[src/rtl/fpu_dsqrt_resp.sv]
// Iterative single-precision fdiv/fsqrt responder: restoring recurrence, one result bit per cycle,
// stalls the IU while iterating and returns result + destination with a one-cycle FPR write strobe.
module fpu_dsqrt_resp #(
  parameter bit EARLY_SPECIAL = 1'b1
) (
  input  logic        clk,
  input  logic        clr,
  input  logic        start,
  input  logic        op,
  input  logic [4:0]  fd,
  input  logic [31:0] a,
  input  logic [31:0] b,
  output logic        stall,
  output logic [4:0]  cnt,
  output logic [31:0] q,
  output logic [4:0]  qn,
  output logic        qw
);
  localparam logic [31:0] QNAN = 32'h7FC00000;

  typedef enum logic [1:0] {IDLE, BUSY, DONE} state_t;
  state_t state_reg, state_next;

  logic        op_reg, sign_reg, spec_reg;
  logic [4:0]  fd_reg, cnt_reg, qn_reg;
  logic [9:0]  exp_reg;
  logic [27:0] rem_reg;
  logic [23:0] dvs_reg;
  logic [47:0] rad_reg;
  logic [24:0] quo_reg;
  logic [31:0] spec_val_reg, q_reg;

  logic        sa, sb;
  logic [7:0]  ea, eb;
  logic [22:0] fa, fb;
  assign {sa, ea, fa} = a;
  assign {sb, eb, fb} = b;

  // Denormals (exponent field 0) are treated as zero
  logic a_zero, a_inf, a_nan, b_zero, b_inf, b_nan;
  assign a_zero = (ea == 8'd0);
  assign b_zero = (eb == 8'd0);
  assign a_inf  = (ea == 8'hFF) && (fa == 23'd0);
  assign b_inf  = (eb == 8'hFF) && (fb == 23'd0);
  assign a_nan  = (ea == 8'hFF) && (fa != 23'd0);
  assign b_nan  = (eb == 8'hFF) && (fb != 23'd0);

  logic        spec_hit;
  logic [31:0] spec_val;
  always_comb begin
    spec_hit = 1'b1;
    spec_val = QNAN;
    if (a_nan || (!op && b_nan))                                  spec_val = QNAN;
    else if (op && sa && !a_zero)                                 spec_val = QNAN;
    else if (!op && ((a_zero && b_zero) || (a_inf && b_inf)))     spec_val = QNAN;
    else if (!op && (b_zero || a_inf))                            spec_val = {sa ^ sb, 31'h7F800000};
    else if (!op && (b_inf || a_zero))                            spec_val = {sa ^ sb, 31'd0};
    else if (op && a_zero)                                        spec_val = {sa, 31'd0};
    else if (op && a_inf)                                         spec_val = 32'h7F800000;
    else                                                          spec_hit = 1'b0;
  end

  // Biased result exponents kept as 10-bit two's complement so over/underflow stay visible
  logic [9:0] div_exp, sqrt_unb, sqrt_exp;
  logic       sqrt_odd;
  assign div_exp  = {2'b00, ea} - {2'b00, eb} + 10'd127;
  assign sqrt_unb = {2'b00, ea} - 10'd127;
  assign sqrt_odd = sqrt_unb[0];
  assign sqrt_exp = {sqrt_unb[9], sqrt_unb[9:1]} + 10'd127;

  logic        div_ge, sqrt_ge;
  logic [27:0] div_sel, sqrt_sh, sqrt_trial, rem_n;
  logic [24:0] quo_n;
  always_comb begin
    div_ge     = rem_reg >= {4'd0, dvs_reg};
    div_sel    = div_ge ? (rem_reg - {4'd0, dvs_reg}) : rem_reg;
    sqrt_sh    = {rem_reg[25:0], rad_reg[47:46]};
    sqrt_trial = {2'b00, quo_reg[23:0], 2'b01};
    sqrt_ge    = sqrt_sh >= sqrt_trial;
    rem_n      = op_reg ? (sqrt_ge ? (sqrt_sh - sqrt_trial) : sqrt_sh) : {div_sel[26:0], 1'b0};
    quo_n      = {quo_reg[23:0], op_reg ? sqrt_ge : div_ge};
  end

  // A leading 0 quotient bit (ma < mb) means normalise by one place
  logic [9:0]  fin_exp;
  logic [22:0] fin_man;
  logic [31:0] fin_q;
  always_comb begin
    fin_exp = (!op_reg && !quo_n[24]) ? (exp_reg - 10'd1) : exp_reg;
    fin_man = (op_reg || !quo_n[24]) ? quo_n[22:0] : quo_n[23:1];
    if (fin_exp[9] || fin_exp == 10'd0) fin_q = {sign_reg, 31'd0};
    else if (fin_exp > 10'd254)         fin_q = {sign_reg, 31'h7F7FFFFF};
    else                                fin_q = {sign_reg, fin_exp[7:0], fin_man};
  end

  logic accept, go_early;
  assign accept   = start && (state_reg != BUSY);
  assign go_early = EARLY_SPECIAL && spec_hit;

  always_ff @(posedge clk) begin
    if (clr) state_reg <= IDLE;
    else     state_reg <= state_next;
  end

  always_comb begin
    state_next = state_reg;
    case (state_reg)
      IDLE:    if (start) state_next = go_early ? DONE : BUSY;
      BUSY:    if (cnt_reg == 5'd0) state_next = DONE;
      DONE:    state_next = start ? (go_early ? DONE : BUSY) : IDLE;
      default: state_next = IDLE;
    endcase
  end

  always_ff @(posedge clk) begin
    if (clr) begin
      op_reg <= 1'b0; sign_reg <= 1'b0; spec_reg <= 1'b0;
      fd_reg <= '0; cnt_reg <= '0; qn_reg <= '0; exp_reg <= '0;
      rem_reg <= '0; dvs_reg <= '0; rad_reg <= '0; quo_reg <= '0;
      spec_val_reg <= '0; q_reg <= '0;
    end else if (accept) begin
      op_reg       <= op;
      fd_reg       <= fd;
      sign_reg     <= op ? 1'b0 : (sa ^ sb);
      exp_reg      <= op ? sqrt_exp : div_exp;
      rem_reg      <= op ? 28'd0 : {4'd0, 1'b1, fa};
      dvs_reg      <= {1'b1, fb};
      rad_reg      <= {(sqrt_odd ? {1'b1, fa, 1'b0} : {1'b0, 1'b1, fa}), 23'd0};
      quo_reg      <= '0;
      spec_reg     <= spec_hit;
      spec_val_reg <= spec_val;
      if (go_early) begin
        cnt_reg <= 5'd0;
        q_reg   <= spec_val;
        qn_reg  <= fd;
      end else begin
        cnt_reg <= op ? 5'd23 : 5'd24;
      end
    end else if (state_reg == BUSY) begin
      rem_reg <= rem_n;
      quo_reg <= quo_n;
      rad_reg <= {rad_reg[45:0], 2'b00};
      if (cnt_reg == 5'd0) begin
        q_reg  <= spec_reg ? spec_val_reg : fin_q;
        qn_reg <= fd_reg;
      end else begin
        cnt_reg <= cnt_reg - 5'd1;
      end
    end
  end

  assign stall = (state_reg == BUSY);
  assign cnt   = stall ? cnt_reg : 5'd0;
  assign qw    = (state_reg == DONE);
  assign q     = q_reg;
  assign qn    = qn_reg;
endmodule

[config.mk]
export PLATFORM = sky130hd
export DESIGN_NAME = fpu_dsqrt_resp
export DESIGN_NICKNAME = d
export VERILOG_FILES = /design/src/rtl/fpu_dsqrt_resp.sv
export SDC_FILE = /design/constraint.sdc
export NUM_CORES = 1
export LEC_CHECK = 0
export ABC_AREA = 1
export CAP_MARGIN = 20
export CORE_MARGIN = 2
export CORE_UTILIZATION = 40
export CTS_CLUSTER_DIAMETER = 60
export DETAILED_ROUTE_END_ITERATION = 7
export PLACE_DENSITY = 0.64
export SYNTH_ARGS = -nofsm -noshare
export SYNTH_HDL_FRONTEND = slang
export SYNTH_SLANG_ARGS = --single-unit
[constraint.sdc]
create_clock -name clk -period 6.5 [get_ports clk]
set_clock_uncertainty 0.2 [all_clocks]
set_input_delay 0.975 -clock clk [delete_from_list [all_inputs] [get_ports clk]]
set_output_delay 0.975 -clock clk [all_outputs]
set_load 0.005 [all_outputs]
# Yosys cells after proc, flatten, opt, wreduce, memory -nomap -nowiden
# Cells that the tools add are included.
# op_classes
bitwise_logic	1
n_addsub	8
n_mux	50
order_cmp	3
n_reduce_logical	41
eq_ne	9
# op_table
op	n
$mux 32	11
$mux 28	4
$mux 48	2
$mux 31	2
$logic_not 23->1	2
$mux 23	2
$reduce_bool 23->1	2
$mux 5	9
$ge 28x24->1	1
$ge 28x26->1	1
$sub 28x26->28	1
$mux 27	1
$sub 27x24->27	1
$mux 25	1
$mux 24	1
$mux 10	2
$eq 8x8->1 const B	2
$logic_and 1x1->1	16
$logic_not 8->1	2
$add 9x8->10 const B	1
$gt 10x8->1 const B	1
$logic_not 10->1	1
$sub 10x1->10 const B	1
$add 8x8->9 const B	1
other kinds (20)	44
# totals
output_inout_bits	44
in_bits	73
wordCells	126
regBits	195

# Logic depth before layout (Yosys ltp)
# Gate-level depths: netlist (run 1).
# logic_depth
word_depth	13
ltp_mapped	17
ltp_nobuf	17

# Worst setup path before layout (run 1)
# Ideal clock, no wire load.
# synth_path
path_kind	in2reg
start	input a[23]
end	register exp_reg[8]
path_slack_ns	3.270
t_required_ns	6.172
setup_time_ns	0.128
path_buffers	1
arrival_ns	2.902
path_stages	13
path_cell_list	buf_2 clkinv_1 ha_1 inv_1 fa_1 inv_1 ha_1 nand3_1 nor2_1 nand3_1 a21o_1 nand3_1 a21oi_1
# synth_between
elab_chain_cells	3
elab_cells_between_ends	5
cone_classes	add/sub (4); mux (1)
# synth_lines
element	line_no	source
start, declared	11	input logic [31:0] a,
$sub 8x8->9 / $sub 8x7->9 (equally long branches)	66, 67	
$add 9x8->10 / $add 8x8->9 (equally long branches)	66, 69	
$mux 10 (*)	125	exp_reg <= op ? sqrt_exp : div_exp;
end signal, assigned	125	
end, declared	26	logic [9:0] exp_reg;
# Mark *: on every way between the ends. The rest lies on a longest branch, timed or not.
# A chain may end at the register's enable or synchronous reset.

# Worst setup path in the final report (run 1)
# layout_path
start	register rem_reg[0]
end	register q_reg[0] (netlist: q[0])
# layout_between
elab_chain_cells	9
elab_cells_between_ends	10
cone_classes	order compare (2); mux (8)
# layout_lines
element	line_no	source
start, declared	27	logic [27:0] rem_reg;
start signal, assigned	126	rem_reg <= op ? 28'd0 : {4'd0, 1'b1, fa};
start signal, assigned	140	rem_reg <= rem_n;
$ge 28x24->1 / $ge 28x26->1 (equally long branches)	75, 79	
$mux 1 (*)	81	quo_n = {quo_reg[23:0], op_reg ? sqrt_ge : div_ge};
$mux 23 (*)	90	fin_man = (op_reg || !quo_n[24]) ? quo_n[22:0] : quo_n[23:1];
$mux 31 (*)	92	else if (fin_exp > 10'd254) fin_q = {sign_reg, 31'h7F7FFFFF};
$mux 31 (*)	91	if (fin_exp[9] || fin_exp == 10'd0) fin_q = {sign_reg, 31'd0};
$mux 32 (*)	144	q_reg <= spec_reg ? spec_val_reg : fin_q;
$mux 32 (*)	143	if (cnt_reg == 5'd0) begin
$mux 32 (*)	139	end else if (state_reg == BUSY) begin
$mux 32 (*)	121	end else if (accept) begin
end signal, assigned	134	q_reg <= spec_val;
end signal, assigned	144	
end, declared	31	logic [31:0] spec_val_reg, q_reg;
# Mark *: on every way between the ends. The rest lies on a longest branch, timed or not. The select of a mux whose other input is x is not followed.

==> results of run 1 <==
## routing by layer
metal	part of all wire (%)	up-vias	wire [µm]	track usage, %
li1	-	7461	-	-
met1	44	6722	20370	33.54
met2	47	395	21620	44.34
met3	5.8	75	2669	4.754
met4	3.0	0	1400	9.570
met5	0	-	0	0
## worst max-delay path, cell delays in order, from the launching register on
cell and delay, ns:
dfxtp_1 0.40, inv_1 0.09, ha_1 0.22, fa_1 0.45, nor2_1 0.16, nor2_2 0.07, inv_1 0.09, nand2_1 0.07
nand3_1 0.16, nand2_1 0.39, nand3_4 0.54, nand2_1 0.34, nand2_1 0.16, nand2_1 0.06, nand2_1 0.08, nand3_1 0.07
a21oi_1 0.14
## report_power, final
| group | leakage, nW | total [W] | internal [W] | switching, W |
|---|---|---|---|---|
| Combinational | 5.57 | 0.00214 | 0.000746 | 0.00140 |
| Sequential | 1.36 | 0.00119 | 0.00111 | 0.0000826 |
| Clock | 0.310 | 0.00115 | 0.000673 | 0.000478 |
| Total | 7.24 | 0.00449 | 0.00253 | 0.00196 |
## synth_stat cells (10+ instances only)
master,n
o21ai_0,125
nor2_2,11
o211ai_1,15
nand3_1,168
xnor2_1,28
inv_1,342
nand4_1,59
nand2_1,576
xor2_1,17
ha_1,65
o22ai_1,22
buf_2,21
nand2_2,10
dfxtp_1,166
a21oi_1,197
o21bai_1,13
clkbuf_1,45
nor2_1,269
## layout make-up
cell class / count / area (µm²)
fill: 3582 / 17790
multi-input combinational: 1667 / 8454
sequential: 166 / 3323
inverter: 351 / 1318
timing repair buffer: 130 / 1269
tap: 448 / 560.5
clock buffer: 20 / 456.7
clock inverter: 12 / 190.2
## worst min path at each step
stage / slack [ns] / depth (start not counted) / endpoint / from
finish: 0.26 / 2 / dvs_reg[15] / dvs_reg[15]
global route: 0.27 / 2 / spec_val_reg[30] / spec_val_reg[30]
CTS: 0.27 / 2 / spec_val_reg[30] / spec_val_reg[30]
detailed placement: 0.25 / 2 / spec_val_reg[30] / spec_val_reg[30]
global placement: 0.24 / 2 / spec_val_reg[30] / spec_val_reg[30]
floorplan: 0.23 / 2 / spec_val_reg[30] / spec_val_reg[30]
## per-stage QoR
stage	power [W]	hold WS, ns	instances	utilization (%)	cell area [µm²]
2_1_floorplan	0.002751	0.2286	2263	-	13470
5_1_grt	0.004827	0.2735	2794	46.67	15570
4_1_cts	0.004488	0.2677	2793	46.62	15560
3_5_place_dp	0.003322	0.2521	2761	44.69	14910
6_report	0.004486	0.2643	2794	46.67	15570
3_3_place_gp	0.003313	0.2434	2761	44.69	14910
## kinds of logic (layout without fill, tap and decap cells)
family,Yosys count,in the layout,synth area share [%]
adder cells (fa/ha/maj),67,67,6.336
XOR/XNOR,45,45,2.926
AO/OA/AOI/OAI,412,412,16.83
multiplexers,5,5,0.3716
flip-flops,166,166,24.67
AND/OR/NAND/NOR,1138,1138,36.29
buffers and inverters,430,513,12.57
==> flow_summary.json, run 1 <==
{
  "seq_area_frac_synth_pct": 24.67,
  "critPathCaptureType": "flop",
  "rsz0062_at_grt": "false",
  "crit_end": "q[0]",
  "synth_fp_nets": 2403,
  "core_area_um2": 33360,
  "ios": 117,
  "period_minus_slack_ns": 3.761,
  "h-tree-depth": 4,
  "wirelength_mm": 46.06,
  "gp_congestion": 0.9324,
  "slew_viol_final": 0,
  "vias": 14650,
  "drt-pass1-iter-count": 5,
  "cts_sinks": 166,
  "rows": 67,
  "holdBufCountCts": 0,
  "start_kind": "flop",
  "dieWidth_um": 187.5,
  "vias_per_cell": 5.244,
  "synth_edf_count": 0,
  "slew_headroom_pct": 31.93,
  "ctsResizeCount": 0,
  "maxCapViolCount": 0,
  "r2r_cells": 16,
  "yosys_warnings": 0,
  "clockRootBuffer": "clkbuf_16",
  "cts_tree": "built",
  "setup_viol_count_final": 0,
  "numCtsBuffers": 17,
  "synth_top_area_share_pct": 24.67,
  "cp-startpoint": "rem_reg[0]",
  "worst_slew_pin_slew_ns": 1.017,
  "syn2layout_area_growth_pct": 15.62,
  "postRouteAntennaNets": 0,
  "grt_pass1_vias": 14020,
  "yosys.area.top_type": "dfxtp_1",
  "antenna_found_initial": 0,
  "post-dp-hpwl_mm": 35.90,
  "synthArstFlopShare_pct": 0,
  "syn_area_per_cell_um2": 5.951,
  "status": "complete, no violations",
  "leakagePower_nw": 7.244,
  "track_usage_pct": 26.27,
  "netlist_instances": 2263,
  "ys_types": 49,
  "peakVddDrop_uv": 197.6,
  "overflow": 0,
  "io_buffers": 116,
  "r2r-end": "q[0]",
  "largest_reg_flops": 32,
  "wire_per_inst_um": 16.48,
  "cp.arrival_ns": 3.94,
  "die_y_um": 187.5,
  "crit_type": "reg2reg",
  "hold_viol_final": 0,
  "r2r_slack_ns": 2.74,
  "fin_nets": 2473,
  "clk_pin_slew_ns": 0.07,
  "diodes": 0,
  "power.density_nw_per_um2": 288.1,
  "cp.required_ns": 6.68,
  "ys.flop_type": "dfxtp_1",
  "yosys-top-cells-area": "dfxtp_1 25%, nand2_1 16%, inv_1 9.5%",
  "clk_path_buf_depth": 2,
  "clkLatencyLatePin_ns": 0.46,
  "fmax_mhz": 265.9,
  "drive_above_1_share_pct": 4.305,
  "drcViolationCount": 0,
  "drtIter0Drc": 1101,
  "cp_max_fo": 37,
  "final_common_cell": "nand2_1",
  "grt_max_degree": 71,
  "layout_common_cells": "576 x nand2_1, 342 x inv_1, 268 x nor2_1",
  "post-route-period-util_pct": 57.86,
  "grt_pass1_wl_mm": 73.41,
  "start_util_pct": 40.37,
  "die_area_um2": 35150,
  "ys_ff_latch": 166,
  "setup_ws_ns": 2.739,
  "rr_startpoint": "rem_reg[0]",
  "post_cts_buffers": 0,
  "dp_slack_ns": 1.974,
  "hp-class": "reg2reg",
  "syn_area_um2": 13470,
  "setup_tns_ns": 0
}
Power figures use the tool's default switching activity.
==> inputs of run 2 (changes only) <==
Clock period 6.5 ns to 3.8 ns, I/O delays scaled along.
==> flow_summary.json, run 2 (same netlist as run 1, synthesis figures left out) <==
{
  "status": "finished with violations",
  "violations": "design-rule violations",
  "cp_max_fo": 14,
  "crit_slowest_cell": "ha_1",
  "diodes": 0,
  "overflow": 0,
  "rsz0062_at_grt": "false",
  "fin_util_pct": 46.94,
  "clk_path_buf_depth": 2,
  "crit_family": "simple AND/OR/NAND/NOR gates",
  "cp.arrival_ns": 3.47,
  "clk_pin_slew_ns": 0.07,
  "hp-class": "reg2reg",
  "postRouteAntennaNets": 0,
  "track_usage_pct": 26.53,
  "gp_congestion": 0.9633,
  "wirelength_mm": 46.49,
  "clockRootBuffer": "clkbuf_16",
  "final_common_cell": "nand2_1",
  "holdBufCountCts": 0,
  "critPathCaptureType": "flop",
  "vias": 14770,
  "die_area_um2": 35150,
  "setup_tns_ns": 0,
  "drtIter0Drc": 1208,
  "cp.required_ns": 3.99,
  "drt-pass1-iter-count": 8,
  "setup_viol_count_final": 0,
  "slew_viol_final": 0,
  "cpMostUsedCell": "nand2_1",
  "period_minus_slack_ns": 3.286,
  "dieWidth_um": 187.5,
  "post-route-period-util_pct": 86.46,
  "dp_slack_ns": 0.4988,
  "grt_pass1_vias": 13990,
  "io_buffers": 116,
  "post_cts_buffers": 0,
  "cts_sinks": 166,
  "post-dp-hpwl_mm": 36.78,
  "antenna_found_initial": 0,
  "rows": 67,
  "crit_type": "reg2reg",
  "fin_nets": 2487,
  "core_area_um2": 33360,
  "leakagePower_nw": 7.305,
  "clkLatencyLatePin_ns": 0.47,
  "cpPeakStageDelay_ns": 0.43,
  "grt_max_degree": 66,
  "cts_tree": "built",
  "drive_above_1_share_pct": 4.875,
  "grt_pass1_wl_mm": 74.28,
  "path_buf_inv": 1,
  "slew_headroom_pct": 41.19,
  "die_y_um": 187.5,
  "start_kind": "flop",
  "hold_viol_final": 0,
  "peakVddDrop_uv": 376.5,
  "largest_reg_flops": 32,
  "ios": 117,
  "h-tree-depth": 4,
  "power.density_nw_per_um2": 489.6,
  "fmax_mhz": 304.4,
  "start_util_pct": 40.37,
  "worst_slew_pin_slew_ns": 0.8812,
  "layout_common_cells": "576 x nand2_1, 342 x inv_1, 268 x nor2_1",
  "maxCapViolCount": 0,
  "drcViolationCount": 1,
  "setup_ws_ns": 0.5145,
  "wire_per_inst_um": 16.56,
  "vias_per_cell": 5.263,
  "syn2layout_area_growth_pct": 16.28,
  "ctsResizeCount": 0,
  "path_cells": "ha_1, nand2_1, nor2_1, inv_1, nor3_2, nand3_2, nand3_4, nand2_1, nand2_1, nand2_1, nand2_1, nand3_1, a21oi_1",
  "numCtsBuffers": 17
}
-- run 2: layout make-up --
| type | count | area (µm²) |
|---|---|---|
| multi-input cells | 1667 | 8454 |
| clock inverters | 14 | 187.7 |
| repair buffers | 144 | 1391 |
| fillers | 3635 | 17700 |
| well taps | 448 | 560.5 |
| flip-flops and latches | 166 | 3323 |
| inverters | 351 | 1318 |
| clock buffers | 17 | 425.4 |
-- run 2: worst paths after layout --
kind	from	endpoint	slack, ns	cells after the start
setup reg to reg	rem_reg[14]	q[0]	0.51	13
hold reg to reg	spec_val_reg[30]	spec_val_reg[30]	0.26	2
hold / removal	spec_val_reg[30]	spec_val_reg[30]	0.26	2
setup / recovery	rem_reg[14]	q[0]	0.51	13
-- run 2: worst register-to-register path, delay by kind of cell, from the launching register on --
kind / cells / cell delay [ns]
adders and majority gates: 1 / 0.43
buffers and inverters: 1 / 0.11
DFF: 1 / 0.41
and+or+nand+nor: 10 / 1.92
AOI/OAI and AO/OA: 1 / 0.15
-- run 2: metrics by stage --
stage / std cells / hold WS, ns / power, W / area [µm²]
2_1_floorplan: 2263 / 0.2286 / 0.004705 / 13470
3_3_place_gp: 2776 / 0.2419 / 0.005745 / 15050
3_5_place_dp: 2776 / 0.2492 / 0.005758 / 15050
4_1_cts: 2807 / 0.2649 / 0.007666 / 15660
5_1_grt: 2807 / 0.2934 / 0.008266 / 15660
6_report: 2807 / 0.2640 / 0.007667 / 15660
-- run 2: metal layers --
metal / wire length, µm / GRT usage, %
met2: 21990 / 45.25
met3: 2827 / 3.762
met5: 0 / 0
met1: 20390 / 34.34
met4: 1275 / 9.055
-- run 2: where the power goes --
part | switching, W | internal, W | leakage (nW)
Combinational | 0.00243 | 0.00131 | 5.65
Clock | 0.000842 | 0.00105 | 0.296
Sequential | 0.000136 | 0.00189 | 1.36
Total | 0.00341 | 0.00426 | 7.30
